$ cat src/rtl/vid_count9_pkg.sv
// Shared types for the vid_count9 timing-chain counter.
package vid_count9_pkg;
  typedef logic [8:0] count9_t;
  localparam count9_t COUNT9_MAX = 9'h1FF;
  typedef enum logic {WIN_IDLE = 1'b0, WIN_ACTIVE = 1'b1} win_state_t;
endpackage

$ cat src/rtl/count9_eq.sv
// 9-bit equality compare; purely combinational, registering is left to the caller.
module count9_eq
  import vid_count9_pkg::*;
(
  input  count9_t a,
  input  count9_t b,
  output logic    eq
);
  assign eq = (a == b);
endmodule

$ cat src/rtl/vid_count9.sv
// 9-bit programmable event counter with registered terminal/match strobes and a window level.
// Optional sticky interrupt on terminal count when VID_COUNT9_IRQ_EN is defined.
module vid_count9
  import vid_count9_pkg::*;
#(
  parameter int      COUNT_W     = 9,
  parameter count9_t RESET_VALUE = 9'h000
) (
  input  logic               MasterClock,
  input  logic               ResetN,
  input  logic               Enable,
  input  logic               Load,
  input  logic [COUNT_W-1:0] LoadValue,
  input  logic [COUNT_W-1:0] TermCount,
  input  logic [COUNT_W-1:0] MatchA,
  input  logic [COUNT_W-1:0] MatchB,
`ifdef VID_COUNT9_IRQ_EN
  input  logic               IrqAck,
  output logic               IrqReq,
`endif
  output logic [COUNT_W-1:0] Count,
  output logic               Term,
  output logic               MatchAPulse,
  output logic               MatchBPulse,
  output logic               Window
);

  count9_t    r_count;
  logic       r_term, r_match_a, r_match_b;
  win_state_t r_state, w_state_nxt;
  logic       w_t_ev, w_a_ev, w_b_ev, w_tick;
  count9_t    w_count_inc;

  count9_eq u_eq_term (.a(r_count), .b(TermCount), .eq(w_t_ev));
  count9_eq u_eq_a    (.a(r_count), .b(MatchA),    .eq(w_a_ev));
  count9_eq u_eq_b    (.a(r_count), .b(MatchB),    .eq(w_b_ev));

  assign w_tick      = Enable & ~Load;
  assign w_count_inc = (r_count == COUNT9_MAX) ? '0 : r_count + 9'd1;

  always_ff @(posedge MasterClock or negedge ResetN) begin
    if (!ResetN) begin
      r_count   <= RESET_VALUE;
      r_term    <= 1'b0;
      r_match_a <= 1'b0;
      r_match_b <= 1'b0;
    end else begin
      r_term    <= w_tick & w_t_ev;
      r_match_a <= w_tick & w_a_ev;
      r_match_b <= w_tick & w_b_ev;
      if (Load)
        r_count <= LoadValue;
      else if (Enable)
        r_count <= w_t_ev ? '0 : w_count_inc;
    end
  end

  always_ff @(posedge MasterClock or negedge ResetN) begin
    if (!ResetN)
      r_state <= WIN_IDLE;
    else
      r_state <= w_state_nxt;
  end

  // Close events (B or terminal) take precedence over an open on the same tick.
  always_comb begin
    w_state_nxt = r_state;
    if (Load) begin
      w_state_nxt = WIN_IDLE;
    end else if (Enable) begin
      case (r_state)
        WIN_IDLE:   if (w_a_ev && !w_b_ev && !w_t_ev) w_state_nxt = WIN_ACTIVE;
        WIN_ACTIVE: if (w_b_ev || w_t_ev)             w_state_nxt = WIN_IDLE;
        default:    w_state_nxt = WIN_IDLE;
      endcase
    end
  end

`ifdef VID_COUNT9_IRQ_EN
  logic r_irq;
  always_ff @(posedge MasterClock or negedge ResetN) begin
    if (!ResetN)
      r_irq <= 1'b0;
    else if (w_tick && w_t_ev)
      r_irq <= 1'b1;
    else if (IrqAck)
      r_irq <= 1'b0;
  end
  assign IrqReq = r_irq;
`endif

  assign Count       = r_count;
  assign Term        = r_term;
  assign MatchAPulse = r_match_a;
  assign MatchBPulse = r_match_b;
  assign Window      = (r_state == WIN_ACTIVE);

endmodule

$ cat config.mk
export PLATFORM = sky130hd
export DESIGN_NAME = vid_count9
export DESIGN_NICKNAME = d
export VERILOG_FILES = /design/src/rtl/vid_count9_pkg.sv /design/src/rtl/count9_eq.sv /design/src/rtl/vid_count9.sv
export SDC_FILE = /design/constraint.sdc
export NUM_CORES = 1
export LEC_CHECK = 0
export ABC_AREA = 1
export BUFFER_PORTS_ARGS = -buffer_cell sky130_fd_sc_hd__buf_2
export CORE_UTILIZATION = 40
export DETAILED_ROUTE_END_ITERATION = 8
export PLACE_DENSITY_LB_ADDON = 0.05
export REMOVE_ABC_BUFFERS = 1
export SETUP_SLACK_MARGIN = 0.02
export SLEW_MARGIN = 20
export SYNTH_ARGS = -nofsm -noshare
export SYNTH_HDL_FRONTEND = slang
export SYNTH_SLANG_ARGS = --single-unit
$ cat constraint.sdc
create_clock -name MasterClock -period 2.67 [get_ports MasterClock]
set_input_delay 0.1335 -clock MasterClock [delete_from_list [all_inputs] [get_ports MasterClock]]
set_output_delay 0.1335 -clock MasterClock [all_outputs]
set_load 0.02 [all_outputs]
# Yosys cells after proc, flatten, opt, wreduce, memory -nomap -nowiden
# Index checks and enable logic that the tools add are counted.
[totals] ff_bits=13 inputBits=40 elab_cells=31
[classes] add_sub_neg=1 n_eq_ne=4 n_mux=9 n_bitwise=6 reduce_logical=6
[op_table] cell="two-way mux 9 bit" n=4
[op_table] cell="== test 9 bit" n=3
[op_table] cell="adder 9 x 1 -> 9 bit, second input constant" n=1
[op_table] cell="== test 9 bit, second input constant" n=1
[op_table] cell="AND 1 bit" n=4
[op_table] cell="two-way mux 1 bit" n=4
[op_table] cell="logical AND 1 bit" n=2
[op_table] cell="logical NOT 1 bit" n=2
[op_table] cell="inverter 1 bit" n=2
[op_table] cell="case mux 1 bit (2 select lines)" n=1
[op_table] cell="nonzero test 2 bit" n=1
[op_table] cell="logical OR 1 bit" n=1

# Longest topological paths before layout
# Gate-level depths: netlist of run 1.
[depth] ltp_word=8 mapped_depth=11

# By module
# A second synthesis of run 1 with hierarchy kept.
[unflattened] cells_unflattened=203 area_unflattened_um2=1207.4
[modules_own_cells] module="vid_count9" instances=1 cells_each=89 area_per_inst_um2=726.9 seq_area_each_um2=325.3
[modules_own_cells] module="count9_eq" instances=3 cells_each=38 area_per_inst_um2=160.2 seq_area_each_um2=0.0

# Worst setup path before layout of run 1
# No wires, ideal clock.
[synth_timing] kind="reg-to-reg" start="reg r_count[1] (netlist: Count[1])" end="reg r_count[0] (netlist: Count[0])" setup_ps=121 t_arrival_ps=1552 path_slack_ps=997 path_stages_with_launch=10 path_buffers=0 period_less_slack_ps=1673 path_cell_list="dfrtp_1 ha_1 nand2_1 nor2_2 nand3_1 nor3_1 ha_1 nor2_2 nand3b_1 nand2_1"
[synth_via] elab_chain_len=5 word_cells_on_any_way=6 classes_between="eq/ne: 2; mux: 4"
[synth_rtl] element="from (decl)" line="vid_count9.sv:28" source="count9_t r_count;"
[synth_rtl] element="from (signal assigned)" line="vid_count9.sv:52" source="r_count <= LoadValue;"
[synth_rtl] element="from (signal assigned)" line="vid_count9.sv:54" source="r_count <= w_t_ev ? '0 : w_count_inc;"
[synth_rtl] element="== test 9 bit" line="vid_count9.sv:39" source="assign w_count_inc = (r_count == COUNT9_MAX) ? '0 : r_count + 9'd1;"
[synth_rtl] element="two-way mux 9 bit" line="vid_count9.sv:39"
[synth_rtl] element="two-way mux 9 bit (*)" line="vid_count9.sv:54"
[synth_rtl] element="two-way mux 9 bit (*)" line="vid_count9.sv:53" source="else if (Enable)"
[synth_rtl] element="two-way mux 9 bit (*)" line="vid_count9.sv:51" source="if (Load)"
# Mark *: on every way between the ends. The rest lies on a longest branch, timed or not. The select of a mux whose other input is x is not followed.
# A chain may end at the register's enable or synchronous reset.

# Worst setup path after layout of run 1
[layout_timing] start="reg r_count[0] (netlist: Count[0])" end="reg r_count[5] (netlist: Count[5])"
[layout_via] elab_chain_len=5 word_cells_on_any_way=7 classes_between="add/sub: 1; eq/ne: 2; mux: 4"
[layout_rtl] element="adder 9 x 1 -> 9 bit / == test 9 bit (equally long branches)" line="vid_count9.sv:39"
[layout_rtl] element="two-way mux 9 bit" line="vid_count9.sv:39"
[layout_rtl] element="two-way mux 9 bit (*)" line="vid_count9.sv:54"
[layout_rtl] element="two-way mux 9 bit (*)" line="vid_count9.sv:53"
[layout_rtl] element="two-way mux 9 bit (*)" line="vid_count9.sv:51"
# Marks and branches as above.

==> run_results.csv, run 1 <==
group,metric,value,unit
pwr,vdd_drop_max,275,uV
setup_path,worst-setup-path-type,"reg2reg",
synth,synth_seq_cells,13,
cts,clkLatencyLatePin,0.27,ns
synth,synthMuxAreaShare,0,%
synth,seq_area_frac_synth,29.4,%
job,cap_violations,0,
routing,drc_errors,0,
synth,synth_adder_area_share,2.26,%
synth,synth_top_family_by_area,"simple AND/OR/NAND/NOR gates",
setup_path,slowest_stage,"dfrtp_1",
setup_path,required,2.88,ns
placed_design,dpl.hpwl,2170,um
pwr,p_leak,0.786,nW
setup_path,crit_chain,"ha_1, nand2_1, nor2_2, nand3_1, nor3_1, ha_1, nor2_2, nand3_1, nand2_1",
synth,synth_area_leaders,"dfrtp_1 (29%), nand2_1 (18%), xor2_1 (8.7%)",
pwr,finalPower,0.580,mW
setup_path,cp_max_fo,8,
die,fp-row-count,18,
cts,cts_made_buffers,3,
timing,finalMaxSlewViolations,0,
global_route,grt_overflow,0,
setup_path,start_kind,"flip-flop",
routing,ant_nets,0,
cts,cts_sinks,13,
routing,via_per_inst,4.74,
cts,clkTransAtPathRegs,0.08,ns
die,ios,53,
setup_path,cp.buffers_inverters,0,
final_layout,layout_common_cells,"nand2_1 (52), buf_2 (52), nor2_1 (15), dfrtp_1 (13)",
synth,synthXorXnorAreaFrac,16.6,%
setup_path,end_kind,"flip-flop",
run_status,outcome,"completed",
synth,syn_area,1110,um^2
min_path,hold_class,"in2reg",
timing,fin_skew,0.00138,ns
cts,cts_tree,"yes",
routing,avgRoutedWirePerCell,11.3,um
die,die_x,54.6,um
global_route,grt_pass1_vias,969,
setup_path,r2r_slack,0.89,ns
placed_design,numPortBuffers,52,
die,start_util,43.5,%
final_layout,syn_to_final_growth,26.6,%
synth,netlist_instances,163,
routing,vias,1153,
timing,post-route-period-util,66.8,%
routing,first_pass_iters,4,
global_route,grt_max_degree,14,
die,design.core.area,2540,um^2
timing,hold_viol_final,0,
synth,synth_compound_area_share,5.43,%
synth,yosysTopAreaCell,"dfrtp_1",
final_layout,fillers,281,
global_route,grt_usage,20.6,%
final_layout,num-nets-final,256,
timing,tightestPinTransition,0.681,ns
setup_path,slowest_delay,0.49,ns
die,die_area,2980,um^2
pwr,power_density,414,nW/um^2
final_layout,layout-drive-gt1-share,31.5,%
global_route,grt_pass1_wl,4310,um
placed_design,pre_cts_ws,0.908,ns
cts,clock-root-buffer,"clkbuf_4",
cts,cts_htree_levels,1,
timing,setup_ws,0.888,ns
cts,cts_setup_buffers,0,
synth,syn_area_per_cell,6.79,um^2
setup_path,critPathTopFamily,"simple AND/OR/NAND/NOR gates",
synth,yosys.area_share.simple,35.9,%
timing,slew_headroom,54.5,%
setup_path,worstPathArrival,2.00,ns
synth,ys_types,19,
global_route,antenna_found_initial,0,
timing,tns,0,ns
synth,synth_warnings,0,
die,die_h,54.6,um
timing,min_period,1.78,ns
routing,drt_iter0_drc,16,
timing,rsz0062_at_grt,"false",
synth,synth_top_area_share,29.4,%
final_layout,diodes,0,
timing,setup_viol,0,
cts,cts_buffer_depth,2,
placed_design,place_congestion,0.801,
routing,wl,2740,um
timing,fmax,0.561,GHz
synth_stat cells, drive strengths merged:
cell type,number
nand2,52
buf,7
nand3b,3
or2,2
xnor2,10
inv,20
a22oi,8
dfrtp,13
nor3,4
nor2,18
ha,2
nand4,1
xor2,11
nand3,12
per-layer routing:
metal	GRT usage, %	share of wire, %
met5	0	0
met3	2.50	4.3
met4	5.13	0.51
met1	27.5	46
met2	34.7	49
timing repair:
| action | 4_1_cts | 5_1_grt |
|---|---|---|
| hold buffers | 1 | 0 |
| endpoints found under the hold margin | 13 | 0 |
| endpoints found under the setup margin | 0 | 0 |
| gates resized for setup | 0 | 0 |
metrics by stage:
stage	std cells	utilization [%]	hold WS [ns]	area (um^2)
final	243	55.0	0.0703	1400
after global routing	243	55.0	0.0799	1400
after CTS	243	55.0	0.0693	1400
after detailed placement	238	53.6	0.0396	1360
after global placement	238	53.6	0.0303	1360
after floorplan	156	-	-0.162	1070
where the power goes:
part | total (mW) | switching, mW | internal, mW | leakage (nW)
Combinational | 0.204 | 0.110 | 0.0940 | 0.606
Clock | 0.124 | 0.0658 | 0.0579 | 0.0150
Sequential | 0.252 | 0.0405 | 0.212 | 0.166
Total | 0.580 | 0.216 | 0.364 | 0.786
sequential cells by signal, indices dropped and copies added (netlist names):
register	count
Count	9
MatchAPulse	1
MatchBPulse	1
Term	1
Window	1
area by class of cell:
| class | count | area, um^2 | share of cell area, % |
|---|---|---|---|
| inverters | 20 | 75.1 | 5.36 |
| flip-flops and latches | 13 | 325 | 23.2 |
| multi-input cells | 123 | 666 | 47.5 |
| repair buffers | 53 | 270 | 19.3 |
| well taps | 30 | 37.5 | 2.68 |
| clock buffers | 4 | 26.3 | 1.88 |
path summary, 6_finish.rpt:
check | start | to | depth (start not counted)
worst max-delay path | Count[0]$_DFFE_PN0P_ | Count[5]$_DFFE_PN0P_ | 9
worst min-delay path | LoadValue[8] | Count[8]$_DFFE_PN0P_ | 3
worst max register to register | Count[0]$_DFFE_PN0P_ | Count[5]$_DFFE_PN0P_ | 9
worst min register to register | Window$_DFFE_PN0P_ | Window$_DFFE_PN0P_ | 2
max in group asynchronous | ResetN | MatchAPulse$_DFF_PN0_ | 2
min in group asynchronous | ResetN | Count[6]$_DFFE_PN0P_ | 2
worst reg2reg max path, delay by kind of cell (launching register included):
kind	cells	cell delay [ns]
AND/OR/NAND/NOR	7	0.78
flip-flops	1	0.49
adder cells (fa/ha/maj)	2	0.45
cell families after synthesis:
kind of cell / after synthesis
simple gates: 92
buf+inv: 27
xor+xnor: 21
flops: 13
compound gates: 8
fa+ha+maj: 2
No activity file was read; power rests on OpenSTA's default activity.
==> run 2, diff against run 1 <==
- clock period: 2.67 -> 1.5 ns (I/O delays scaled with it)
==> run 2 against run 1 <==
The flow now finishes with violations (negative setup slack). Sequential power increased by 68%. Worst setup slack got worse by 0.94 ns. Cell area increased by 12%. Clock skew increased by 0.0011 ns. First-iteration DRC count increased by 13%. Largest cell class unchanged. Power increased by 91%. Highest routed layer unchanged. Hold slack got worse by 0.059 ns. Sequential share of layout area decreased by 2.3 points. Fmax increased by 15%. Via count increased by 5.8%.
==> run_results.csv, run 2 (same netlist as run 1, synthesis figures left out) <==
group,metric,value,unit
setup_path,critPathLaunch,"Count[0]$_DFFE_PN0P_",
setup_path,slowest_delay,0.37,ns
setup_path,r2r_start,"Count[0]$_DFFE_PN0P_",
die,design.core.area,2540,um^2
setup_path,cp.buffers_inverters,1,
pwr,vdd_drop_max,517,uV
die,die_x,54.6,um
setup_path,rr_endpoint,"Count[6]$_DFFE_PN0P_",
timing,finalMaxSlewViolations,0,
timing,setup_viol,8,
placed_design,dpl.hpwl,2320,um
cts,clkLatencyLatePin,0.27,ns
min_path,min_to,"Count[8]$_DFFE_PN0P_",
pwr,p_leak,0.859,nW
run_status,outcome,"finished with violations",
placed_design,dp_cells,250,
die,fp-row-count,18,
run_status,failed_checks,"negative setup slack",
timing,slew_headroom,79.2,%
pwr,finalPower,1.11,mW
cts,cts_tree,"yes",
setup_path,cp_max_fo,5,
global_route,grt_usage,21.7,%
timing,setup_ws,-0.0553,ns
final_layout,final_util,61.5,%
final_layout,fillers,255,
timing,rsz0062_at_grt,"true",
timing,fin_skew,0.00253,ns
routing,vias,1220,
cts,cts_buffer_depth,2,
cts,clock-root-buffer,"clkbuf_4",
die,die_h,54.6,um
setup_path,reg2reg_depth,10,
min_path,min_from,"LoadValue[8]",
setup_path,worst-setup-path-type,"reg2reg",
final_layout,syn_to_final_growth,41.4,%
placed_design,place_congestion,0.797,
timing,post-route-period-util,104,%
setup_path,critPathTopFamily,"simple AND/OR/NAND/NOR gates",
routing,drc_errors,0,
routing,avgRoutedWirePerCell,11.9,um
final_layout,final_common_cell,"buf_2",
min_path,whs_path_depth,3,
global_route,grt_max_degree,14,
routing,drt_iter0_drc,18,
routing,ant_nets,0,
final_layout,instances_no_fill,255,
final_layout,seqCellArea,328,um^2
final_layout,num-nets-final,268,
pwr,power_density,708,nW/um^2
cts,cts_sinks,13,
job,cap_violations,0,
routing,first_pass_iters,4,
final_layout,layout_common_cells,"buf_2 (52), nand2_1 (50), nor2_1 (15), inv_1 (12)",
setup_path,crit_path_frequent_cell,"ha_2",
die,die_area,2980,um^2
timing,tightestPinTransition,0.312,ns
final_layout,largest_register_ffs,9,
die,ios,53,
setup_path,worstPathArrival,1.72,ns
global_route,grt_pass1_wl,4500,um
routing,wl,3040,um
final_layout,layout-drive-gt1-share,41.3,%
setup_path,crit_chain,"ha_2, nand2_2, nor2_4, nand3_2, nor3_2, ha_2, nor2_2, buf_6, nand3b_1, nand2_1",
global_route,antenna_found_initial,0,
setup_path,slowest_stage,"dfrtp_1",
final_layout,multi_input_area,729,um^2
timing,min_period,1.56,ns
timing,hold_viol_final,0,
cts,clkTransAtPathRegs,0.08,ns
global_route,grt_pass1_vias,1091,
final_layout,diodes,0,
min_path,hold_class,"in2reg",
routing,via_per_inst,4.78,
placed_design,numPortBuffers,52,
setup_path,required,1.67,ns
cts,cts_made_buffers,3,
global_route,grt_overflow,0,
setup_path,start_kind,"flip-flop",
die,start_util,43.5,%
setup_path,r2r_slack,-0.06,ns
timing,fmax,0.643,GHz
cts,cts_htree_levels,1,
setup_path,end_kind,"flip-flop",
timing,tns,-0.226,ns
## run 2: changes by cell type in the layout (fill, tap and decap cells not counted), sizes merged
cell,delta
buf,+12
## run 2: worst max path at each step
stage	end	slack, ns	depth (start not counted)
finish	Count[6]$_DFFE_PN0P_	-0.06	10
global route	Count[6]$_DFFE_PN0P_	-0.19	10
CTS	Count[1]$_DFFE_PN0P_	-0.06	10
detailed placement	Count[6]$_DFFE_PN0P_	-0.09	10
global placement	Count[6]$_DFFE_PN0P_	0.01	10
floorplan	Count[6]$_DFFE_PN0P_	-0.23	9
## run 2: area by class of cell
| type | instances | area share [%] |
|---|---|---|
| multi-input cells | 123 | 46.6 |
| repair buffers | 65 | 23.5 |
| flip-flops and latches | 13 | 21.0 |
| inverters | 20 | 4.80 |
| well taps | 30 | 2.40 |
| clock buffers | 4 | 1.68 |
## run 2: repair_timing
| action | in CTS | in global routing |
|---|---|---|
| hold buffers | 1 | 0 |
| pin swaps | 0 | 5 |
| gates resized for setup | 6 | 12 |
| setup buffers | 0 | 1 |
| setup endpoints to repair | 8 | 11 |
| endpoints found under the hold margin | 13 | 0 |
## run 2: worst register-to-register path, stage by stage, from the launching register on
cell and delay [ns]:
dfrtp_1 0.37, ha_2 0.20, nand2_2 0.07, nor2_4 0.09, nand3_2 0.08, nor3_2 0.12
ha_2 0.19, nor2_2 0.05, buf_6 0.13, nand3b_1 0.08, nand2_1 0.06
## run 2: routing by layer
layer  GRT usage [%]  routed length, um
met1            25.8               1320
met2            40.6               1590
met3            2.50                104
met4            5.13                 28
met5               0                  0
## run 2: metrics by stage
stage | instance area [um^2] | hold WS, ns | setup slack, ns
2_1_floorplan | 1070 | -0.221 | -0.227
3_3_place_gp | 1450 | -0.0293 | 0.0102
3_5_place_dp | 1450 | -0.0246 | -0.0872
4_1_cts | 1510 | 0.00980 | -0.0561
5_1_grt | 1560 | 0.0252 | -0.185
6_report | 1560 | 0.0109 | -0.0553
## run 2: power breakdown
part           switching (mW)  internal (mW)  total, mW
sequential             0.0446          0.379      0.423
clock                   0.115          0.103      0.218
combinational           0.255          0.211      0.466
==> run 3, diff against run 2 <==
- SKIP_LAST_GASP: default -> 1
- clock period: 1.5 -> 1.6 ns (I/O delays scaled with it)
==> run 3 against run 2 <==
The flow now finishes without violations. Sequential share of layout area grew 0.94 points. Worst setup slack gained 0.071 ns. Sequential power shrank 5.7%. Fmax shrank 1.8%. Register-to-register slack gained 0.07 ns. Final cell count shrank 2.0%. Clock skew grew 0.0032 ns. Power shrank 8.7%. Global-route usage shrank 0.49 points. Sequential cell count is the same. Largest power group unchanged. Utilization shrank 3.1 points. Combinational power shrank 14%.
==> run_results.csv, run 3 (same netlist as run 1, synthesis figures left out) <==
group,metric,value,unit
run_status,outcome,"completed",
routing,wl_met2,1480,um
setup_path,slowest_stage,"dfrtp_1",
timing,finalMaxSlewViolations,0,
cts,cts_made_buffers,3,
die,die_x,54.6,um
setup_path,slowest_delay,0.37,ns
die,fp-row-count,18,
job,cap_violations,0,
final_layout,num-nets-final,263,
global_route,grt_max_degree,14,
setup_path,start_kind,"flip-flop",
setup_path,r2r_slack,0.02,ns
routing,avgRoutedWirePerCell,11.6,um
routing,drc_errors,0,
final_layout,final_common_cell,"buf_2",
placed_design,numPortBuffers,52,
cts,cts_htree_levels,1,
timing,slew_headroom,74.9,%
setup_path,rr_endpoint,"Count[7]$_DFFE_PN0P_",
cts,clock-root-buffer,"clkbuf_4",
setup_path,cp_max_fo,8,
pwr,finalPower,1.01,mW
cts,cts_sinks,13,
min_path,min_to,"Count[8]$_DFFE_PN0P_",
die,start_util,43.5,%
cts,cts_buffer_depth,2,
final_layout,layout_common_cells,"buf_2 (52), nand2_1 (51), nor2_1 (15), dfrtp_1 (13), inv_1 (12)",
timing,tightestPinTransition,0.376,ns
setup_path,worst-setup-path-type,"reg2reg",
cts,cts_tree,"yes",
timing,min_period,1.58,ns
routing,route.met3.wl,134,um
final_layout,largest_register_ffs,9,
placed_design,place_congestion,0.782,
timing,setup_viol,0,
timing,fmax,0.631,GHz
die,ios,53,
routing,ant_nets,0,
routing,first_pass_iters,4,
final_layout,instances_no_fill,250,
placed_design,dpl.hpwl,2200,um
die,die_area,2980,um^2
timing,fin_skew,0.00568,ns
setup_path,required,1.77,ns
die,die_h,54.6,um
timing,whs,0.0171,ns
placed_design,pre_cts_ws,-0.0142,ns
cts,clkTransAtPathRegs,0.09,ns
min_path,whs_path_depth,3,
min_path,min_from,"LoadValue[8]",
routing,highest_layer,"met4",
routing,drt_iter0_drc,10,
placed_design,dp_cells,243,
setup_path,crit_chain,"ha_2, nand2_2, nor2_4, nand3_2, nor3_2, ha_2, nor2_4, nand3_1, nand2_1",
routing,via_per_inst,4.82,
final_layout,diodes,0,
pwr,p_leak,0.819,nW
routing,wl_met1,1260,um
setup_path,reg2reg_depth,9,
final_layout,syn_to_final_growth,34.3,%
placed_design,place_area,1400,um^2
setup_path,worstPathArrival,1.75,ns
timing,rsz0062_at_grt,"true",
setup_path,r2r_start,"Count[1]$_DFFE_PN0P_",
global_route,grt_usage,21.2,%
setup_path,end_kind,"flip-flop",
global_route,antenna_found_initial,0,
global_route,grt_pass1_vias,1054,
die,design.core.area,2540,um^2
timing,post-route-period-util,99.0,%
final_layout,fin_area,1490,um^2
timing,hold_viol_final,0,
pwr,power_density,681,nW/um^2
timing,tns,0,ns
cts,clkLatencyLatePin,0.28,ns
routing,wl,2890,um
final_layout,final_util,58.4,%
global_route,grt_overflow,0,
final_layout,layout-drive-gt1-share,36.4,%
global_route,grt_pass1_wl,4460,um
timing,setup_ws,0.0157,ns
pwr,vdd_drop_max,411,uV
min_path,hold_class,"in2reg",
routing,vias,1204,
-- run 3: cell types whose count changed in the layout (fill, tap and decap cells not counted), sizes merged --
| cell | delta |
|---|---|
| buf | -5 |
-- run 3: worst max-delay path by stage --
stage,endpoint,start,cells after the start
floorplan,Count[6]$_DFFE_PN0P_,Count[0]$_DFFE_PN0P_,9
global placement,Count[3]$_DFFE_PN0P_,Count[0]$_DFFE_PN0P_,9
detailed placement,Count[3]$_DFFE_PN0P_,Count[0]$_DFFE_PN0P_,9
CTS,Count[3]$_DFFE_PN0P_,Count[1]$_DFFE_PN0P_,9
global route,Count[6]$_DFFE_PN0P_,Count[1]$_DFFE_PN0P_,9
finish,Count[7]$_DFFE_PN0P_,Count[1]$_DFFE_PN0P_,9
-- run 3: metal layers --
layer | up-vias | global-route usage (%)
met5 | - | 0
met4 | 0 | 5.13
met3 | 2 | 2.50
met2 | 33 | 37.1
met1 | 548 | 27.3
li1 | 621 | -
-- run 3: timing repair --
action,CTS,global route
setup buffers,0,2
pin swaps,0,8
hold endpoints to repair,13,0
setup endpoints to repair,8,10
hold buffers,1,0
gates resized for setup,1,7
-- run 3: final cells by class --
type                       count  area, um^2
tap                           30        37.5
clock buffer                   4        26.3
timing repair buffer          60         323
sequential                    13         325
multi-input combinational    123         698
fill                         268        1060
inverter                      20        75.1
-- run 3: power breakdown --
group / internal [mW] / total [mW] / switching [mW] / leakage, nW
combinational: 0.182 / 0.403 / 0.221 / 0.638
sequential: 0.354 / 0.399 / 0.0452 / 0.166
clock: 0.0966 / 0.209 / 0.112 / 0.0150
-- run 3: critical path, delay by kind of cell, from the launching register on --
kind | cells | cell delay, ns
adders and majority gates | 2 | 0.41
and+or+nand+nor | 7 | 0.68
DFF | 1 | 0.37
